<file path="src/rtl/gpu_ram_mux_pkg.sv">
// Shared types and constants for the GPU RAM host-port mux.
package gpu_mux_pkg;

  localparam int DEF_ADDR_W = 20;
  localparam int DEF_DATA_W = 8;

  localparam logic CLIENT_HOST = 1'b0;
  localparam logic CLIENT_AUX  = 1'b1;

  // In-flight access tag; valid marks a read whose data must be returned.
  typedef struct packed {
    logic valid;
    logic client;
  } rd_tag_t;

  // True when the tag is a read belonging to the given client.
  function automatic logic is_read_for(rd_tag_t t, logic client);
    return t.valid && (t.client == client);
  endfunction

endpackage

</file>
<file path="src/rtl/gpu_ram_mux_if.sv">
// Host, aux and RAM-side signals of the GPU RAM mux, grouped as one bus.
interface gpu_ram_mux_if
  import gpu_mux_pkg::*;
#(
  parameter int ADDR_W = DEF_ADDR_W,
  parameter int DATA_W = DEF_DATA_W
);
  // Z80 bridge side
  logic              host_wr_ena;
  logic              host_rd_req;
  logic [ADDR_W-1:0] host_addr;
  logic [DATA_W-1:0] host_wdata;
  logic [DATA_W-1:0] host_rd_data;
  logic              host_rd_rdy;
  logic              host_err;
  // auxiliary requester side
  logic              aux_req;
  logic              aux_we;
  logic [ADDR_W-1:0] aux_addr;
  logic [DATA_W-1:0] aux_wdata;
  logic              aux_gnt;
  logic [DATA_W-1:0] aux_rd_data;
  logic              aux_rd_rdy;
  // RAM side
  logic              ram_en;
  logic              ram_we;
  logic [ADDR_W-1:0] ram_addr;
  logic [DATA_W-1:0] ram_wdata;
  logic [DATA_W-1:0] ram_rdata;

  // The mux itself
  modport slave (
    input  host_wr_ena, host_rd_req, host_addr, host_wdata,
    output host_rd_data, host_rd_rdy, host_err,
    input  aux_req, aux_we, aux_addr, aux_wdata,
    output aux_gnt, aux_rd_data, aux_rd_rdy,
    output ram_en, ram_we, ram_addr, ram_wdata,
    input  ram_rdata
  );

  // Clients plus RAM, seen from outside the mux
  modport master (
    output host_wr_ena, host_rd_req, host_addr, host_wdata,
    input  host_rd_data, host_rd_rdy, host_err,
    output aux_req, aux_we, aux_addr, aux_wdata,
    input  aux_gnt, aux_rd_data, aux_rd_rdy,
    input  ram_en, ram_we, ram_addr, ram_wdata,
    output ram_rdata
  );
endinterface

</file>
<file path="src/rtl/gpu_ram_mux_rd_tag_pipe.sv">
// Fixed-depth shift pipe of access tags; the exiting tag lines up with
// the cycle in which the RAM presents read data for that access.
module rd_tag_pipe
  import gpu_mux_pkg::*;
#(
  parameter int DEPTH = 2
)(
  input  logic    i_clk,
  input  logic    i_clr,
  input  rd_tag_t i_tag,
  output rd_tag_t o_tag
);

  rd_tag_t [DEPTH-1:0] r_pipe;

  // Shift one stage per cycle; clear discards everything in flight.
  always_ff @(posedge i_clk) begin
    if (i_clr) begin
      r_pipe <= '0;
    end else begin
      r_pipe[0] <= i_tag;
      for (int i = 1; i < DEPTH; i++) r_pipe[i] <= r_pipe[i-1];
    end
  end

  assign o_tag = r_pipe[DEPTH-1];

endmodule

</file>
<file path="src/rtl/gpu_ram_mux.sv">
// Arbitrates the GPU RAM host port between the Z80 bridge (fixed priority,
// one-shot pulses) and an aux requester (level req / pulsed grant), and
// routes read data back to whichever client issued the read.
module gpu_ram_mux
  import gpu_mux_pkg::*;
#(
  parameter int ADDR_W      = DEF_ADDR_W,
  parameter int DATA_W      = DEF_DATA_W,
  parameter int RAM_LATENCY = 2
)(
  input logic          GPU_CLK,
  input logic          reset,
  gpu_ram_mux_if.slave bus
);

  generate
    if (RAM_LATENCY < 1 || RAM_LATENCY > 4) begin : g_bad_latency
      $error("gpu_ram_mux: RAM_LATENCY must be 1..4");
    end
  endgenerate

  // ---- arbitration ----
  logic w_host_issue;
  logic w_aux_issue;

  // Host never waits, so aux only gets cycles the host leaves empty.
  assign w_host_issue = bus.host_wr_ena | bus.host_rd_req;
  assign w_aux_issue  = ~w_host_issue & bus.aux_req;

  logic              r_ram_en;
  logic              r_ram_we;
  logic [ADDR_W-1:0] r_ram_addr;
  logic [DATA_W-1:0] r_ram_wdata;
  logic              r_client;
  logic              r_aux_gnt;
  logic              r_host_err;

  // Register the winning access onto the RAM port for the next cycle.
  always_ff @(posedge GPU_CLK) begin
    if (reset) begin
      r_ram_en    <= 1'b0;
      r_ram_we    <= 1'b0;
      r_ram_addr  <= '0;
      r_ram_wdata <= '0;
      r_client    <= CLIENT_HOST;
      r_aux_gnt   <= 1'b0;
    end else begin
      r_ram_en  <= w_host_issue | w_aux_issue;
      r_aux_gnt <= w_aux_issue;
      if (w_host_issue) begin
        // a simultaneous read pulse is dropped: the write wins
        r_ram_we    <= bus.host_wr_ena;
        r_ram_addr  <= bus.host_addr;
        r_ram_wdata <= bus.host_wdata;
        r_client    <= CLIENT_HOST;
      end else if (w_aux_issue) begin
        r_ram_we    <= bus.aux_we;
        r_ram_addr  <= bus.aux_addr;
        r_ram_wdata <= bus.aux_wdata;
        r_client    <= CLIENT_AUX;
      end else begin
        r_ram_we    <= 1'b0;
      end
    end
  end

  // Sticky protocol error: host pulsed read and write together.
  always_ff @(posedge GPU_CLK) begin
    if (reset) r_host_err <= 1'b0;
    else       r_host_err <= r_host_err | (bus.host_wr_ena & bus.host_rd_req);
  end

  // ---- read tracking ----
  rd_tag_t w_tag_in;
  rd_tag_t w_tag_out;

  // Tag is pushed in the issue cycle, so it exits RAM_LATENCY cycles later
  // exactly when ram_rdata is valid.
  assign w_tag_in.valid  = r_ram_en & ~r_ram_we;
  assign w_tag_in.client = r_client;

  rd_tag_pipe #(.DEPTH(RAM_LATENCY)) u_tag_pipe (
    .i_clk (GPU_CLK),
    .i_clr (reset),
    .i_tag (w_tag_in),
    .o_tag (w_tag_out)
  );

  logic              w_ret_host;
  logic              w_ret_aux;
  logic              r_host_rdy;
  logic              r_aux_rdy;
  logic [DATA_W-1:0] r_host_data;
  logic [DATA_W-1:0] r_aux_data;

  assign w_ret_host = is_read_for(w_tag_out, CLIENT_HOST);
  assign w_ret_aux  = is_read_for(w_tag_out, CLIENT_AUX);

  // Capture returning data for its owner and pulse that owner's ready.
  always_ff @(posedge GPU_CLK) begin
    if (reset) begin
      r_host_rdy  <= 1'b0;
      r_aux_rdy   <= 1'b0;
      r_host_data <= '0;
      r_aux_data  <= '0;
    end else begin
      r_host_rdy <= w_ret_host;
      r_aux_rdy  <= w_ret_aux;
      if (w_ret_host) r_host_data <= bus.ram_rdata;
      if (w_ret_aux)  r_aux_data  <= bus.ram_rdata;
    end
  end

  assign bus.ram_en       = r_ram_en;
  assign bus.ram_we       = r_ram_we;
  assign bus.ram_addr     = r_ram_addr;
  assign bus.ram_wdata    = r_ram_wdata;
  assign bus.aux_gnt      = r_aux_gnt;
  assign bus.host_err     = r_host_err;
  assign bus.host_rd_rdy  = r_host_rdy;
  assign bus.host_rd_data = r_host_data;
  assign bus.aux_rd_rdy   = r_aux_rdy;
  assign bus.aux_rd_data  = r_aux_data;

endmodule
</file>
<file path="src/flat_wrapper.sv">
// flat-port wrapper written by rule: the top's interface ports become plain ports
module gpu_ram_mux_flat import gpu_mux_pkg::*;
#(
  parameter int ADDR_W      = DEF_ADDR_W,
  parameter int DATA_W      = DEF_DATA_W,
  parameter int RAM_LATENCY = 2
)
  (GPU_CLK, reset, bus_host_wr_ena, bus_host_rd_req, bus_host_addr, bus_host_wdata, bus_host_rd_data, bus_host_rd_rdy, bus_host_err, bus_aux_req, bus_aux_we, bus_aux_addr, bus_aux_wdata, bus_aux_gnt, bus_aux_rd_data, bus_aux_rd_rdy, bus_ram_en, bus_ram_we, bus_ram_addr, bus_ram_wdata, bus_ram_rdata);
  gpu_ram_mux_if #(.ADDR_W(ADDR_W), .DATA_W(DATA_W)) bus_i ();
  input logic GPU_CLK;
  input logic reset;
  input wire logic [$bits(bus_i.host_wr_ena)-1:0] bus_host_wr_ena;
  input wire logic [$bits(bus_i.host_rd_req)-1:0] bus_host_rd_req;
  input wire logic [$bits(bus_i.host_addr)-1:0] bus_host_addr;
  input wire logic [$bits(bus_i.host_wdata)-1:0] bus_host_wdata;
  output wire logic [$bits(bus_i.host_rd_data)-1:0] bus_host_rd_data;
  output wire logic [$bits(bus_i.host_rd_rdy)-1:0] bus_host_rd_rdy;
  output wire logic [$bits(bus_i.host_err)-1:0] bus_host_err;
  input wire logic [$bits(bus_i.aux_req)-1:0] bus_aux_req;
  input wire logic [$bits(bus_i.aux_we)-1:0] bus_aux_we;
  input wire logic [$bits(bus_i.aux_addr)-1:0] bus_aux_addr;
  input wire logic [$bits(bus_i.aux_wdata)-1:0] bus_aux_wdata;
  output wire logic [$bits(bus_i.aux_gnt)-1:0] bus_aux_gnt;
  output wire logic [$bits(bus_i.aux_rd_data)-1:0] bus_aux_rd_data;
  output wire logic [$bits(bus_i.aux_rd_rdy)-1:0] bus_aux_rd_rdy;
  output wire logic [$bits(bus_i.ram_en)-1:0] bus_ram_en;
  output wire logic [$bits(bus_i.ram_we)-1:0] bus_ram_we;
  output wire logic [$bits(bus_i.ram_addr)-1:0] bus_ram_addr;
  output wire logic [$bits(bus_i.ram_wdata)-1:0] bus_ram_wdata;
  input wire logic [$bits(bus_i.ram_rdata)-1:0] bus_ram_rdata;
  assign bus_i.host_wr_ena = bus_host_wr_ena;
  assign bus_i.host_rd_req = bus_host_rd_req;
  assign bus_i.host_addr = bus_host_addr;
  assign bus_i.host_wdata = bus_host_wdata;
  assign bus_host_rd_data = bus_i.host_rd_data;
  assign bus_host_rd_rdy = bus_i.host_rd_rdy;
  assign bus_host_err = bus_i.host_err;
  assign bus_i.aux_req = bus_aux_req;
  assign bus_i.aux_we = bus_aux_we;
  assign bus_i.aux_addr = bus_aux_addr;
  assign bus_i.aux_wdata = bus_aux_wdata;
  assign bus_aux_gnt = bus_i.aux_gnt;
  assign bus_aux_rd_data = bus_i.aux_rd_data;
  assign bus_aux_rd_rdy = bus_i.aux_rd_rdy;
  assign bus_ram_en = bus_i.ram_en;
  assign bus_ram_we = bus_i.ram_we;
  assign bus_ram_addr = bus_i.ram_addr;
  assign bus_ram_wdata = bus_i.ram_wdata;
  assign bus_i.ram_rdata = bus_ram_rdata;
  gpu_ram_mux #(.ADDR_W(ADDR_W), .DATA_W(DATA_W), .RAM_LATENCY(RAM_LATENCY)) u_core (.GPU_CLK(GPU_CLK), .reset(reset), .bus(bus_i));
endmodule
</file>
<file path="config.mk">
export PLATFORM = sky130hd
export DESIGN_NAME = gpu_ram_mux_flat
export DESIGN_NICKNAME = d
export VERILOG_FILES = /design/src/rtl/gpu_ram_mux_pkg.sv /design/src/rtl/gpu_ram_mux_if.sv /design/src/rtl/gpu_ram_mux_rd_tag_pipe.sv /design/src/rtl/gpu_ram_mux.sv /design/src/flat_wrapper.sv
export SDC_FILE = /design/constraint.sdc
export NUM_CORES = 1
export LEC_CHECK = 0
export CAP_MARGIN = 20
export CORE_MARGIN = 4
export CORE_UTILIZATION = 42
export CTS_CLUSTER_DIAMETER = 120
export DETAILED_ROUTE_END_ITERATION = 7
export PLACE_DENSITY_LB_ADDON = 0.3
export SLEW_MARGIN = 20
export SYNTH_ARGS = -nofsm -noshare
export SYNTH_HDL_FRONTEND = slang
export SYNTH_SLANG_ARGS = --single-unit
export TNS_END_PERCENT = 5
</file>
<file path="constraint.sdc">
create_clock -name GPU_CLK -period 1.7 [get_ports GPU_CLK]
set_input_delay 0.255 -clock GPU_CLK [delete_from_list [all_inputs] [get_ports GPU_CLK]]
set_output_delay 0.255 -clock GPU_CLK [all_outputs]
set_load 0.1 [all_outputs]
</file>
# After elaboration in Yosys (flattened, before gate mapping)
# Cells that the tools add are included.
# op_classes
div,0
mux,6
n_mul,0
reduce_logical,4
n_shift,0
n_eq_ne,0
addsub,0
n_lt_le_gt_ge,0
bitwise,9
# op_table
op,n
2-to-1 mux 20 bit,2
2-to-1 mux 8 bit,2
bitwise AND 1 bit,3
inverter 1 bit,3
bitwise OR 1 bit,3
logical AND 1 bit,2
2-to-1 mux 1 bit,2
nonzero test 2 bit,1
OR reduction 2 bit,1
# totals
ramBits,0
mem_bits_ro,0
memories,0
regBits,55
inputBits,70
elab_cells,34
latchBits,0
output_inout_bits,50

# Depth between registers and ports, before layout
# logic_depth
word_depth,5
ltp_mapped,5
mapped_depth_nobuf,3

# Modules after synthesis
# From an unflattened synthesis, not the netlist that was laid out.
# hier_totals
hier_cells,231
area_unflattened_um2,2270.9
# modules_own_cells
module,cells_each,area_each_um2,n_inst,seq_area_each_um2
gpu_ram_mux,221,2150.8,1,1021.0
rd_tag_pipe,10,120.1,1,80.1

# Least setup slack after synthesis
# No wires, ideal clock.
# synth_timing
path_kind,register to register
start,register u_core.bus.ram_addr[0] (netlist name)
end,"register u_core.r_ram_addr[0], in the netlist u_core.bus.ram_addr[0]"
path_stages_with_launch,3
t_required_ns,1.620
setup_time_ns,0.080
n_path_buf,0
setup_slack_ns,0.282
synth_period_minus_slack_ns,1.418
t_arrival_ns,1.338
path_cell_list,dfxtp_1 > mux2i_1 > a211oi_2
# synth_lines
item,line_no,rtl
"end signal, assigned",gpu_ram_mux.sv:53,r_ram_addr <= bus.host_addr;
"end signal, assigned",gpu_ram_mux.sv:58,r_ram_addr <= bus.aux_addr;
"end, declared",gpu_ram_mux.sv:32,logic [ADDR_W-1:0] r_ram_addr;

# Worst setup path in the final report
# layout_timing
start,input bus_host_rd_req
end,"register u_core.r_ram_addr[4], in the netlist u_core.bus.ram_addr[4]"
# layout_via
elab_chain_len,4
elab_cells_between_ends,5
classes_between,mux (1); bitwise (3); reduce/logical (1)
# layout_rtl
item,line_no,rtl
"start, declared",flat_wrapper.sv:13,input wire logic [$bits(bus_i.host_rd_req)-1:0] bus_host_rd_req;
bitwise OR 1 bit (*),gpu_ram_mux.sv:27,assign w_host_issue = bus.host_wr_ena | bus.host_rd_req;
inverter 1 bit,gpu_ram_mux.sv:28,assign w_aux_issue = ~w_host_issue & bus.aux_req;
bitwise AND 1 bit,gpu_ram_mux.sv:28,
nonzero test 2 bit (no line),-,
# Every way passes the cells marked *; elsewhere a longest branch is shown, timed or not.
# A chain may end at the register's enable or synchronous reset.

==> qor.yml <==
synthesis:
  syn_inst: 228
  yosys_register_bits: 55
  syn_area_um2: 2255
  ys_seq_area_share_pct: 48.83
  syn_area_per_cell_um2: 9.889
  yosysWarnings: 0
  syn_nets: 298
  ys_types: 20
min_path:
  hp-start: "reset"
  hold_depth: 2
  hold_path.class: "input port to flop"
worst_setup_path:
  endpoint_kind: "flop"
  crit_path_start: "bus_host_rd_req"
  path_delay_family: "buffers and inverters"
  arrival_ns: 1.52
  crit_buf_inv: 2
  reg2reg_from: "u_core.u_tag_pipe.o_tag[0]"
  cpMaxStageDelayCell: "clkdlybuf4s50_1"
  critPathMaxFanout: 56
  path_cells: "clkdlybuf4s50_1 -> nor2_4 -> buf_12 -> nor2_1 -> a211oi_2"
  path_class: "input port to flop"
  crit_required_ns: 1.92
  crit_cells: 5
  slowest_delay_ns: 0.49
  reg2reg_depth: 3
  startpoint_type: "input port"
placed_design:
  dp.cells: 401
  io_buffer_count: 119
  place_congestion: 0.7958
  dp_hpwl_mm: 5.060
detailed_routing:
  drc: 0
  vias: 2033
  drtPass1Iterations: 4
  routed_wl_mm: 6.548
  ant_nets: 0
  avgRoutedWirePerCell_um: 16.01
  drtIter0Drc: 92
  viasPerCell: 4.971
finish:
  mostFrequentLayoutCells: "clkdlybuf4s50_1, dfxtp_1, buf_12"
  final_cells: 409
  drive_above_1_share_pct: 25.37
  diodes: 0
  fillers: 331
  layout_commonest_cell: "clkdlybuf4s50_1"
  nNetsFinal: 408
  area_growth_pct: 80.63
power:
  irDropWorstVdd_v: 0.0006826
  p_leak_nw: 1.580
  power_density_nw_per_um2: 832.2
floorplanning:
  initial_core_util_pct: 43.87
  die_w_um: 81.27
  core_um2: 5140
  row_count: 26
  num_io_pins: 120
  dieArea_um2: 6605
  die_y_um: 81.27
timing:
  relSlewSlack_pct: 64.66
  fin_crit_ns: 1.300
  rsz0062_at_grt: "false"
  setup_viol_count_final: 0
  tightest_slew_ns: 0.5290
  min_period_over_period_pct: 76.46
  timing.setup.tns_ns: 0
  skew_ns: 0.005031
  slew_violations: 0
  final-hold-violation-count: 0
  clock.fmax_ghz: 0.7694
cts:
  tritoncts: "yes"
  clock_path_buffers: 2
  hold_buffers: 0
  cts.sinks: 55
  insertion_delay_ns: 0.31
  cts_setup_buffers: 0
  ctsResizeCount: 0
  htree_levels: 2
  cts_inserted_buffers: 5
  clk_pin_slew_ns: 0.10
  root_buffer: "clkbuf_8"
global_routing:
  grt_first_pass_wirelength_mm: 10.07
  grt_max_degree: 57
  grt_pass1_vias: 2077
  track_usage_pct: 20.24
  grt-ovfl-total: 0
  antenna_found_initial: 0
job:
  maxCapViolations: 0
status:
  outcome: "finished clean"
-- layer usage --
layer	track usage (%)	vias up	wire length, um
met1	21.00	934	2455
li1	-	1002	-
met2	37.38	83	3393
met5	0	-	0
met3	6.984	14	556
met4	7.095	0	143
-- layout make-up --
cell class	instances	area (um2)	share of cell area, %
clock buffers	5	68.82	1.690
repair buffers	123	1749	42.95
well taps	70	87.58	2.151
multi-input cells	152	1016	24.95
inverters	1	3.754	0.09217
clock inverters	3	46.29	1.137
flip-flops and latches	55	1101	27.04
-- registers in the layout, summed over array words and instances, names as in the netlist --
name,flops
u_core.bus.host_rd_data,8
u_core.bus.aux_rd_data,8
u_core.bus.host_err,1
u_core.bus.ram_en,1
u_core.bus.aux_rd_rdy,1
u_core.bus.aux_gnt,1
u_core.bus.ram_addr,20
u_core.u_tag_pipe.o_tag,2
u_core.bus.ram_wdata,8
u_core.u_tag_pipe.r_pipe,2
u_core.bus.host_rd_rdy,1
u_core.bus.ram_we,1
u_core.r_client,1
-- per-stage QoR --
step | power, W | setup WS [ns] | utilization, % | hold WS (ns) | area, um2
2_1_floorplan | 0.002054 | 0.2821 | - | 0.3727 | 2255
3_3_place_gp | 0.002509 | 0.1932 | 77.00 | 0.4187 | 3958
3_5_place_dp | 0.002534 | 0.06039 | 77.00 | 0.4324 | 3958
4_1_cts | 0.003416 | 0.3960 | 79.24 | 0.2970 | 4073
5_1_grt | 0.003514 | 0.2980 | 79.24 | 0.3080 | 4073
6_report | 0.003389 | 0.4003 | 79.24 | 0.3031 | 4073
-- logic make-up (layout without fill, tap and decap cells) --
kind of cell / Yosys count / count (layout) / synth area share [%]
AO/OA/AOI/OAI: 46 / 46 / 17.81
buffers and inverters: 21 / 132 / 6.437
flip-flops: 55 / 55 / 48.83
multiplexers: 28 / 28 / 12.43
AND/OR/NAND/NOR: 78 / 78 / 14.48
-- worst paths after layout --
kind / endpoint / slack, ns
max: u_core.bus.ram_addr[4] / 0.40
min: u_core.bus.ram_wdata[0] / 0.30
max reg2reg: u_core.bus.host_rd_data[1] / 0.46
min reg2reg: u_core.u_tag_pipe.o_tag[1] / 0.45
-- power by group --
part | internal, W | switching [W]
clock | 0.000444 | 0.000446
combinational | 0.000454 | 0.000628
sequential | 0.00135 | 0.0000651
total | 0.00225 | 0.00114
-- cell usage after synthesis --
cell type   n  share of area, %
a211oi_1    8               2.7
a211oi_2   20                11
a21oi_1    17               3.8
a31oi_1     1              0.28
buf_1       2              0.33
buf_2       8               1.8
buf_4       3               1.0
buf_6       6               3.0
clkbuf_1    1              0.17
dfxtp_1    55                49
inv_1       1              0.17
mux2i_1    28                12
nand2_1    25               4.2
nand2b_1    1              0.28
nand3_1     8               1.8
nor2_1     36               6.0
nor2b_1     4               1.1
nor3_1      1              0.22
nor3b_1     2              0.67
or2_2       1              0.28
No activity file was read; power rests on OpenSTA's default activity.
